**src/rtl/cyberwar_pkg.sv**
```systemverilog
// Shared definitions for the Cyber War press sources: LFSR geometry,
// the cyber-opponent state encoding and the LFSR step function.
package cyberwar_pkg;

   localparam int LFSR_W     = 10;
   // Feedback taps, numbered 1..LFSR_W as in the usual polynomial notation.
   localparam int LFSR_TAP_A = 10;
   localparam int LFSR_TAP_B = 7;

   typedef enum logic [1:0] {
      IDLE    = 2'd0,
      PRESS   = 2'd1,
      RELEASE = 2'd2
   } cyber_state_t;

   // One Fibonacci step with XNOR feedback. XNOR makes all-zeros a legal
   // seed, so reset to zero is safe; all-ones is the unreachable lockup.
   function automatic logic [LFSR_W-1:0] lfsr_next(input logic [LFSR_W-1:0] q);
      return {q[LFSR_W-2:0], ~(q[LFSR_TAP_A-1] ^ q[LFSR_TAP_B-1])};
   endfunction

endpackage

```
**src/rtl/key_conditioner.sv**
```systemverilog
// Conditions one raw human key: two-flop synchronizer, counting debounce,
// and a one-cycle pulse on each debounced press (nothing on release).
module key_conditioner #(
   parameter int DB_CYCLES = 16
) (
   input  logic clk,
   input  logic reset,
   input  logic key_raw,
   output logic pulse
);

   localparam int CNT_W = 8;

   logic             sync_a;
   logic             sync_b;
   logic             db_q;
   logic             db_prev;
   logic [CNT_W-1:0] db_cnt;

   // Bring the asynchronous key into the clk domain.
   always_ff @(posedge clk or posedge reset) begin
      if (reset) begin
         sync_a <= 1'b0;
         sync_b <= 1'b0;
      end else begin
         // NOTE: non-blocking so sync_b takes the old sync_a; blocking here
         // would collapse the two flops into one and defeat the synchronizer.
         sync_a <= key_raw;
         sync_b <= sync_a;
      end
   end

   // Flip the debounced level only after DB_CYCLES+1 consecutive differing samples.
   always_ff @(posedge clk or posedge reset) begin
      if (reset) begin
         db_q   <= 1'b0;
         db_cnt <= '0;
      end else if (sync_b == db_q) begin
         db_cnt <= '0;
      end else if (db_cnt == CNT_W'(DB_CYCLES)) begin
         db_q   <= ~db_q;
         db_cnt <= '0;
      end else begin
         db_cnt <= db_cnt + 1'b1;
      end
   end

   // Remember the previous debounced level for rising-edge detection.
   always_ff @(posedge clk or posedge reset) begin
      if (reset) db_prev <= 1'b0;
      else       db_prev <= db_q;
   end

   assign pulse = db_q & ~db_prev;

endmodule

```
**src/rtl/press_pulse_gen.sv**
```systemverilog
// Left/right press pulse source for the playfield light chain: the human
// key on the left, the LFSR-driven cyber opponent on the right, with a
// shared enable gate that also cancels simultaneous presses.
module press_pulse_gen
   import cyberwar_pkg::*;
#(
   parameter int DB_CYCLES = 16,
   parameter int HOLDOFF   = 8
) (
   input  logic              clk,
   input  logic              reset,
   input  logic              key_l,
   input  logic [LFSR_W-1:0] speed,
   input  logic              enable,
   output logic              press_l,
   output logic              press_r,
   output logic [LFSR_W-1:0] lfsr_q
);

   localparam int HOLD_W = 8;

   logic              raw_l;
   logic              raw_r;
   cyber_state_t      state;
   cyber_state_t      state_next;
   logic [HOLD_W-1:0] hold_cnt;
   logic [HOLD_W-1:0] hold_cnt_next;

   key_conditioner #(
      .DB_CYCLES(DB_CYCLES)
   ) u_key_l (
      .clk    (clk),
      .reset  (reset),
      .key_raw(key_l),
      .pulse  (raw_l)
   );

   // Free-running pseudo-random source; advances even while the game is paused.
   always_ff @(posedge clk or posedge reset) begin
      if (reset) lfsr_q <= '0;
      else       lfsr_q <= lfsr_next(lfsr_q);
   end

   // Cyber player decision: press when the random draw falls below speed,
   // then sit out HOLDOFF cycles before drawing again.
   always_comb begin
      // NOTE: defaults first so every path assigns both signals; a missing
      // branch would otherwise infer a latch.
      state_next    = state;
      hold_cnt_next = hold_cnt;
      if (!enable) begin
         state_next    = IDLE;
         hold_cnt_next = '0;
      end else begin
         case (state)
            IDLE: begin
               if (lfsr_q < speed) state_next = PRESS;
            end
            PRESS: begin
               state_next    = RELEASE;
               hold_cnt_next = HOLD_W'(HOLDOFF);
            end
            RELEASE: begin
               hold_cnt_next = hold_cnt - 1'b1;
               if (hold_cnt == HOLD_W'(1)) state_next = IDLE;
            end
            default: begin
               state_next    = IDLE;
               hold_cnt_next = '0;
            end
         endcase
      end
   end

   // Register the cyber state and its holdoff counter.
   always_ff @(posedge clk or posedge reset) begin
      if (reset) begin
         state    <= IDLE;
         hold_cnt <= '0;
      end else begin
         state    <= state_next;
         hold_cnt <= hold_cnt_next;
      end
   end

   assign raw_r = (state == PRESS);

   // Both raw sources are flop outputs, so only enable and the tie cancel
   // sit between them and the pins.
   assign press_l = raw_l & enable & ~raw_r;
   assign press_r = raw_r & enable & ~raw_l;

endmodule

```
**config.mk**
```make
export PLATFORM = sky130hd
export DESIGN_NAME = press_pulse_gen
export DESIGN_NICKNAME = d
export VERILOG_FILES = /design/src/rtl/cyberwar_pkg.sv /design/src/rtl/key_conditioner.sv /design/src/rtl/press_pulse_gen.sv
export SDC_FILE = /design/constraint.sdc
export NUM_CORES = 1
export LEC_CHECK = 0
export BUFFER_PORTS_ARGS = -buffer_cell sky130_fd_sc_hd__buf_2
export CORE_UTILIZATION = 30
export CTS_CLUSTER_DIAMETER = 60
export CTS_CLUSTER_SIZE = 24
export DETAILED_ROUTE_END_ITERATION = 12
export PLACE_DENSITY = 0.6
export SLEW_MARGIN = 20
export SYNTH_ARGS = -nofsm -noshare
export SYNTH_HDL_FRONTEND = slang
export SYNTH_SLANG_ARGS = --single-unit
```
**constraint.sdc**
```tcl
create_clock -name clk -period 2.5 [get_ports clk]
set_clock_uncertainty 0.1 [all_clocks]
set_input_delay 0.5 -clock clk [delete_from_list [all_inputs] [get_ports clk]]
set_output_delay 0.5 -clock clk [all_outputs]
set_load 0.05 [all_outputs]
```
==> metrics, run 1 <==
outcome=completed; pin count of the biggest net entering global routing=33; cell internal pwr=944 µW; CTS tree=yes; DRT iter0 DRCs=55; DRT antenna net count=0; commonest cells after routing, fill and taps aside=32 x dfrtp_1, 25 x buf_2, 18 x inv_1, 17 x ha_1, 15 x nor2_1; fraction of final layout cells with drive strength greater than 1=21.2%; crit path cell chain=inv_1 -> ha_1 -> and2_1 -> a21boi_1 -> buf_2; top area cells in the synthesized netlist=dfrtp_1 49%, ha_1 13%, xor2_1 4.8%; overall die area=5720 µm²; cell with the biggest individual delay on the critical path=dfrtp_1; fraction of power consumed by combinational cells=30.7%; Initial Util=31.4%; number of H-tree levels=2; RR Startpoint=lfsr_q[9]$_DFF_PP0_; sequential power share=43.8%; average size of a mapped cell=10.7 µm²; Buffers & Inverters on Critical Path=2; number of cells in the design after placement=247; slew at the pin closest to its max-slew limit=0.449 ns; CTS Buf Count=5; floorplan core area=5170 µm²; worst relative slew slack=69.8%; Max Root-Sink Buffers=2; clock latency of the later-clocked register in the worst-skew pair=0.28 ns; first-pass GRT wire length=4900 µm; Sw Ratio=34.2%; Clock Root Buffer=clkbuf_8; Syn Nets=183; CP Capture Type=primary output; RSZ-0062 raised after global routing=false; via count of the first global-routing pass=1099; min-delay worst type=input port to asynchronous set/reset pin; Setup CP Type=register to primary output; switching power total=490 µW; Worst Path Required=1.90 ns; total length of routed wires=3000 µm; total clock sinks=32; Leak Pwr=0.000990 µW; final number of setup-violating endpoints=0; count of instances resized after the clock tree is built=0; Via-to-Cell Ratio=4.54; summed instance area of the synthesized netlist=1630 µm²; instance count of the mapped netlist=152; Max-cap violations=0; clock slew at reported path FFs=0.07 ns; sum of net half-perimeters after detailed placement=2190 µm; global router's overall resource usage=11.7%; CP max FO=3; Max Clk Rate=0.440 GHz; total number of placement rows=26; number of antenna violations at the first check in global routing=0; total power density per cell area=745 nW/µm²; delay of the slowest cell on the worst path=0.40 ns; Warnings, synthesis=0; Top-Level Pins=26; number of hold buffers added after CTS=0; number of standard cells in the final layout excluding fillers=254; buffers inserted during post-CTS setup optimization=0; CP Data Arrival Time=1.67 ns; max-slew violations=0; part of the cycle the worst path needs=90.9%; final hold viol count=0; Period minus WS final=2.27 ns; element type at the critical path start=register; total grt overflow=0; flip-flop and latch count after synthesis=32; IO buf count=25; detailed-router iteration count before antenna repair=4; setup TNS after final layout=0 ns; Clock Power Share=25.6%; library cell occupying the most area in the post-synthesis netlist=dfrtp_1; commonest non-fill, non-tap cell in the layout=dfrtp_1; Yosys top cell area share=49.2%; count of unresolved DRC violations after routing=0; overall die width=75.6 µm; Nets=215; height of the die=75.6 µm; vias post-DR=1152; dominant delay contributor by cell family on the critical path=flip-flops; count of unique library cells instantiated by Yosys=37; routability congestion estimate from global placement=0.741; final total power=1430 µW; antenna cells=0; signed area change from the synthesized netlist to the final layout=18.2%; routed length per placed instance=11.8 µm; Worst VDD drop=0.000309 V; sequential cell area fraction in the yosys report=49.2%; CP Launch Point=state[1]$_DFFE_PP0P_
## flip-flops by register name, summed over array words and instances (netlist names)
signal,cells
u_key_l.sync_b,1
lfsr_q,10
hold_cnt,8
state,2
u_key_l.sync_a,1
u_key_l.db_q,1
u_key_l.db_prev,1
u_key_l.db_cnt,8
## cell families (layout without fill, tap and decap cells)
family / count (synthesis) / after routing / synth area share [%]
compound gates: 18 / 18 / 7.92
xor+xnor: 12 / 12 / 6.46
fa+ha+maj: 17 / 17 / 13.1
buf+inv: 19 / 51 / 4.62
flops: 32 / 32 / 49.2
mux: 3 / 3 / 2.23
simple gates: 51 / 51 / 16.5
## worst register-to-register path, cell delays in order, from the launching register on
cell	delay (ns)
dfrtp_1	0.41
ha_1	0.32
nand4_1	0.12
o311a_1	0.37
o21ai_2	0.18
mux2_4	0.32
## path summary, 6_finish.rpt
| check | endpoint | slack, ns | cells past startpoint |
|---|---|---|---|
| min in group clk | u_key_l.sync_a$_DFF_PP0_ | 0.22 | 1 |
| min | u_key_l.db_cnt[6]$_DFF_PP0_ | 0.20 | 3 |
| max | press_r | 0.23 | 5 |
| min reg2reg | u_key_l.sync_b$_DFF_PP0_ | 0.28 | 0 |
| max in group asynchronous | hold_cnt[3]$_DFFE_PP0P_ | 1.80 | 3 |
| max reg2reg | state[1]$_DFFE_PP0P_ | 0.56 | 5 |
## power groups by stage
stage          clock [µW]  sequential [µW]  combinational, µW
2_1_floorplan           0              624                356
3_3_place_gp            0              637                440
3_5_place_dp            0              636                441
4_1_cts               383              627                445
5_1_grt               402              635                511
6_report              366              627                440
## cells in the mapped netlist (all sizes together)
master	instances
xnor2	3
buf	1
o311a	1
nand4b	1
nor4bb	1
nor4	1
and3	3
dfrtp	32
mux2	2
nand3	9
nand4	2
nor3	2
ha	17
a32oi	1
o41ai	1
mux2i	1
nand4bb	1
inv	18
and2	1
a21boi	2
nand2	12
o311ai	1
o2bb2ai	1
nand2b	1
or3	1
nor2	15
xor2	9
o31ai	1
or4	1
a21oi	5
o21ai	2
a21o	2
a211oi	1
## metal layers
| layer | global-route usage, % | vias to the layer above | share of wire, % | routed length [µm] |
|---|---|---|---|---|
| li1 | - | 578 | - | - |
| met1 | 15.0 | 541 | 49 | 1460 |
| met2 | 17.5 | 26 | 44 | 1330 |
| met3 | 4.10 | 7 | 4.7 | 142 |
| met4 | 6.17 | 0 | 2.1 | 64 |
| met5 | 0 | - | 0 | 0 |
## area by class of cell
type                            count  area [µm²]
Tap cell                           70        87.6
Multi-Input combinational cell    101         757
Clock buffer                        6        72.6
Inverter                           18        67.6
Clock inverter                      1        5.00
Sequential cell                    32         801
Timing Repair Buffer               26         133
Fill cell                         518        3250
## per-stage QoR
| stage | setup WS (ns) | utilization (%) | hold WS [ns] | cell area (µm²) |
|---|---|---|---|---|
| final | 0.228 | 37.2 | 0.196 | 1920 |
| after floorplan | 0.250 | - | 0.231 | 1630 |
| after detailed placement | 0.368 | 35.7 | 0.277 | 1850 |
| after CTS | 0.207 | 37.2 | 0.206 | 1920 |
| after global routing | 0.112 | 37.2 | 0.216 | 1920 |
| after global placement | 0.399 | 35.7 | 0.273 | 1850 |
Power figures use the tool's default switching activity.
==> run 2: changes to the inputs <==
--- a/config.mk
+++ b/config.mk
@@ -11,6 +11,7 @@
 export CTS_CLUSTER_SIZE = 24
 export DETAILED_ROUTE_END_ITERATION = 12
 export PLACE_DENSITY = 0.6
+export RECOVER_POWER = 25
 export SLEW_MARGIN = 20
 export SYNTH_ARGS = -nofsm -noshare
 export SYNTH_HDL_FRONTEND = slang
==> run 2 against run 1 <==
Net effect:
- the flow now finishes with violations (capacitance limit, slew limit)
- non-clock buffer count did not move
- highest routed layer unchanged
- die area unchanged
- register-to-register slack about the same
- critical endpoint unchanged
==> metrics, run 2 (synthesis gave the netlist of run 1 again) <==
outcome=finished, violations left; violated checks=capacitance limit, slew limit; first-pass GRT wire length=4900 µm; Worst VDD drop=0.000309 V; commonest non-fill, non-tap cell in the layout=dfrtp_1; total clock sinks=32; CTS Buf Count=5; Max Clk Rate=0.440 GHz; Initial Util=31.4%; fraction of final layout cells with drive strength greater than 1=20.7%; buffers inserted during post-CTS setup optimization=0; Max-cap violations=1; pin count of the biggest net entering global routing=33; number of filler cells placed in the layout=518; height of the die=75.6 µm; Worst Path Required=1.90 ns; largest registers in the final layout=lfsr_q x10, hold_cnt x8, u_key_l.db_cnt x8; worst relative slew slack=-15.9%; floorplan core area=5170 µm²; IO buf count=25; routability congestion estimate from global placement=0.741; part of the cycle the worst path needs=90.9%; detailed-router iteration count before antenna repair=4; DRT antenna net count=0; final design instance area without fill=1920 µm²; CP max FO=3; Period minus WS final=2.27 ns; Clock Root Buffer=clkbuf_8; element type at the critical path start=register; overall die width=75.6 µm; vias post-DR=1152; total power density per cell area=746 nW/µm²; CP Data Arrival Time=1.67 ns; routed length per placed instance=11.8 µm; number of H-tree levels=2; clock latency of the later-clocked register in the worst-skew pair=0.28 ns; sum of net half-perimeters after detailed placement=2190 µm; CTS tree=yes; Leak Pwr=0.000986 µW; min-delay worst type=input port to register; max-slew violations=33; Placement Cell Area=1850 µm²; number of cells in the design after placement=247; global router's overall resource usage=11.7%; count of instances resized after the clock tree is built=0; Nets=215; setup TNS after final layout=0 ns; clock slew at reported path FFs=0.07 ns; Via-to-Cell Ratio=4.54; CP Capture Type=primary output; Top reg by flops=lfsr_q; commonest cells after routing, fill and taps aside=32 x dfrtp_1, 25 x buf_2, 18 x inv_1, 17 x ha_1, 15 x nor2_1; final number of setup-violating endpoints=0; final hold viol count=0; signed area change from the synthesized netlist to the final layout=18.0%; Top-Level Pins=26; number of standard cells in the final layout excluding fillers=254; DRT iter0 DRCs=55; Setup CP Type=register to primary output; total length of routed wires=3000 µm; RSZ-0062 raised after global routing=false; number of antenna violations at the first check in global routing=0; total grt overflow=0; number of hold buffers added after CTS=0; max FFs per register=10; Max Root-Sink Buffers=2; total number of placement rows=26; slew at the pin closest to its max-slew limit=1.74 ns; antenna cells=0; via count of the first global-routing pass=1099; count of unresolved DRC violations after routing=0; overall die area=5720 µm²
run 2: cell types whose count changed in the layout (fill, tap and decap cells not counted):
cell and change:
buf_4 -1, clkbuf_1 +1
run 2: layer usage:
metal	GRT usage, %	part of all wire (%)	routed length [µm]	vias up
li1	-	-	-	578
met1	15.0	49	1460	541
met2	17.5	44	1330	26
met3	4.10	4.7	142	7
met4	6.17	2.1	64	0
met5	0	0	0	-
run 2: final cells by class:
type	count	area [µm²]	share of cell area [%]
clock inverter	1	5.00	0.261
clock buffer	6	72.6	3.78
tap	70	87.6	4.56
multi-input combinational	101	757	39.4
sequential	32	801	41.7
inverter	18	67.6	3.52
timing repair buffer	26	129	6.71
run 2: worst paths after layout:
kind / startpoint / endpoint / slack [ns] / cells after the start
max in group asynchronous: reset / hold_cnt[3]$_DFFE_PP0P_ / 0.57 / 3
worst max register to register: lfsr_q[9]$_DFF_PP0_ / state[1]$_DFFE_PP0P_ / 0.56 / 5
min in group asynchronous: reset / lfsr_q[3]$_DFF_PP0_ / 0.72 / 3
worst max-delay path: state[1]$_DFFE_PP0P_ / press_r / 0.23 / 5
worst min register to register: u_key_l.sync_a$_DFF_PP0_ / u_key_l.sync_b$_DFF_PP0_ / 0.28 / 0
worst min-delay path: key_l / u_key_l.sync_a$_DFF_PP0_ / 0.22 / 1
run 2: power by group:
group | switching (µW) | internal [µW] | leakage [µW] | total (µW)
registers | 54.3 | 573 | 0.000422 | 627
clock network | 177 | 189 | 0.0000410 | 366
logic | 258 | 181 | 0.000523 | 439
total | 490 | 943 | 0.000986 | 1430
run 2: critical path: stages, from the launching register on:
cell	delay, ns
dfrtp_1	0.40
inv_1	0.10
ha_1	0.23
and2_1	0.22
a21boi_1	0.17
buf_2	0.27
run 2: stage by stage:
stage               hold slack (ns)  total power, µW  worst slack, ns  utilization, %
floorplan                     0.231              980            0.250               -
global placement              0.273             1080            0.399            35.7
detailed placement            0.277             1080            0.368            35.7
CTS                           0.206             1460            0.207            37.2
global route                  0.216             1550            0.112            37.1
finish                        0.220             1430            0.228            37.1
==> run 3: changes to the inputs <==
==> constraint.sdc (replaced) <==
create_clock -name clk -period 2.9 [get_ports clk]
set_clock_uncertainty 0.1 [all_clocks]
set_input_delay 0.58 -clock clk [delete_from_list [all_inputs] [get_ports clk]]
set_output_delay 0.58 -clock clk [all_outputs]
set_load 0.05 [all_outputs]
==> run 3 against run 2 <==
Net effect:
- the run still ends with capacitance limit, slew limit left
- combinational power fell by 15%
- count of clock-buffer cells in the layout is 2 higher
- global-route usage rose by 0.055 points
- sequential cell count unchanged
- clock power down 5.5%
- largest cell class unchanged
==> metrics, run 3 (synthesis gave the netlist of run 1 again) <==
total grt overflow=0; capturing point of the worst reg2reg path=state[1]$_DFFE_PP0P_; commonest cells after routing, fill and taps aside=32 x dfrtp_1, 25 x buf_2, 18 x inv_1, 17 x ha_1, 15 x nor2_1; vias post-DR=1122; Leak Pwr=0.000989 µW; number of cells in the design after placement=247; total number of placement rows=26; Max Root-Sink Buffers=2; worst hold endpoint=u_key_l.sync_b$_DFF_PP0_; CP max FO=3; pin count of the biggest net entering global routing=33; total power density per cell area=654 nW/µm²; via count of the first global-routing pass=1098; Period minus WS final=2.29 ns; DRT iter0 DRCs=58; violated checks=capacitance limit, slew limit; DRT antenna net count=0; CP Data Arrival Time=1.61 ns; sum of net half-perimeters after detailed placement=2160 µm; number of filler cells placed in the layout=510; count of instances resized after the clock tree is built=0; RR Startpoint=lfsr_q[9]$_DFF_PP0_; Setup CP Type=register to primary output; Nets=215; Clock Root Buffer=clkbuf_8; Via-to-Cell Ratio=4.40; setup TNS after final layout=0 ns; Register-to-Register Path Depth=5; slew at the pin closest to its max-slew limit=1.71 ns; launch instance of the worst min-delay path=u_key_l.sync_a$_DFF_PP0_; max FFs per register=10; clock latency of the later-clocked register in the worst-skew pair=0.28 ns; final hold viol count=0; count of unresolved DRC violations after routing=0; Top reg by flops=lfsr_q; element type at the critical path start=register; fraction of final layout cells with drive strength greater than 1=20.0%; cell count of the worst hold path=0; min-delay worst type=register to register; CP Capture Type=primary output; antenna cells=0; CTS Buf Count=5; CTS tree=yes; Max-cap violations=1; signed area change from the synthesized netlist to the final layout=18.4%; detailed-router iteration count before antenna repair=3; overall die width=75.6 µm; height of the die=75.6 µm; first-pass GRT wire length=5000 µm; routed length per placed instance=11.2 µm; Worst VDD drop=0.000426 V; floorplan core area=5170 µm²; Initial Util=31.4%; largest registers in the final layout=lfsr_q x10, hold_cnt x8, u_key_l.db_cnt x8; max-slew violations=33; clock slew at reported path FFs=0.06 ns; total length of routed wires=2860 µm; global router's overall resource usage=11.8%; overall die area=5720 µm²; buffers inserted during post-CTS setup optimization=0; Max Clk Rate=0.437 GHz; outcome=finished, violations left; Top-Level Pins=26; number of standard cells in the final layout excluding fillers=255; total clock sinks=32; Worst Path Required=2.22 ns; final number of setup-violating endpoints=0; number of hold buffers added after CTS=0; part of the cycle the worst path needs=79.0%; number of H-tree levels=2; worst relative slew slack=-13.9%; RSZ-0062 raised after global routing=false; commonest non-fill, non-tap cell in the layout=dfrtp_1; internal reg-to-reg setup slack=0.94 ns; number of antenna violations at the first check in global routing=0; routability congestion estimate from global placement=0.730; IO buf count=25
## run 3: changes by cell type in the layout (fill, tap and decap cells not counted), sizes merged
| cell | before | now |
|---|---|---|
| clkbuf | 7 | 9 |
| clkinv | 1 | 0 |
## run 3: per-layer routing
layer  wire [µm]  vias to the layer above  track usage [%]
met5           0                        -                0
met4          35                        0             3.70
met3         117                        4             3.57
met2        1220                       26             17.3
met1        1490                      514             16.7
li1            -                      578                -
## run 3: worst max-delay path by stage
stage / start / endpoint / depth (start not counted)
floorplan: enable / press_l / 2
global placement: speed[7] / state[1]$_DFFE_PP0P_ / 7
detailed placement: speed[7] / state[1]$_DFFE_PP0P_ / 7
CTS: state[1]$_DFFE_PP0P_ / press_r / 5
global route: state[1]$_DFFE_PP0P_ / press_r / 5
finish: state[1]$_DFFE_PP0P_ / press_r / 5
## run 3: through the flow
step	cell area [µm²]	setup WS, ns	power [µW]	hold WS [ns]	util, %
after floorplan	1630	0.0221	842	0.231	-
after global placement	1840	0.701	923	0.233	35.6
after detailed placement	1840	0.645	928	0.236	35.6
after CTS	1930	0.561	1280	0.251	37.3
after global routing	1930	0.474	1360	0.254	37.2
final	1930	0.610	1260	0.247	37.2
## run 3: where the power goes
part	internal, µW	switching, µW
sequential	494	46.9
clock	193	152
combinational	156	217
total	843	416
## run 3: worst max-delay path, stage by stage (launching register included)
cell      delay (ns)
dfrtp_1         0.40
inv_1           0.10
ha_1            0.20
and2_1          0.16
a21boi_0        0.19
buf_2           0.29
## run 3: layout make-up
cell class	instances	area [µm²]	share of cell area, %
Clock buffer	8	90.1	4.68
Multi-Input combinational cell	101	751	39.0
Tap cell	70	87.6	4.55
Inverter	18	67.6	3.51
Timing Repair Buffer	26	129	6.69
Sequential cell	32	801	41.6
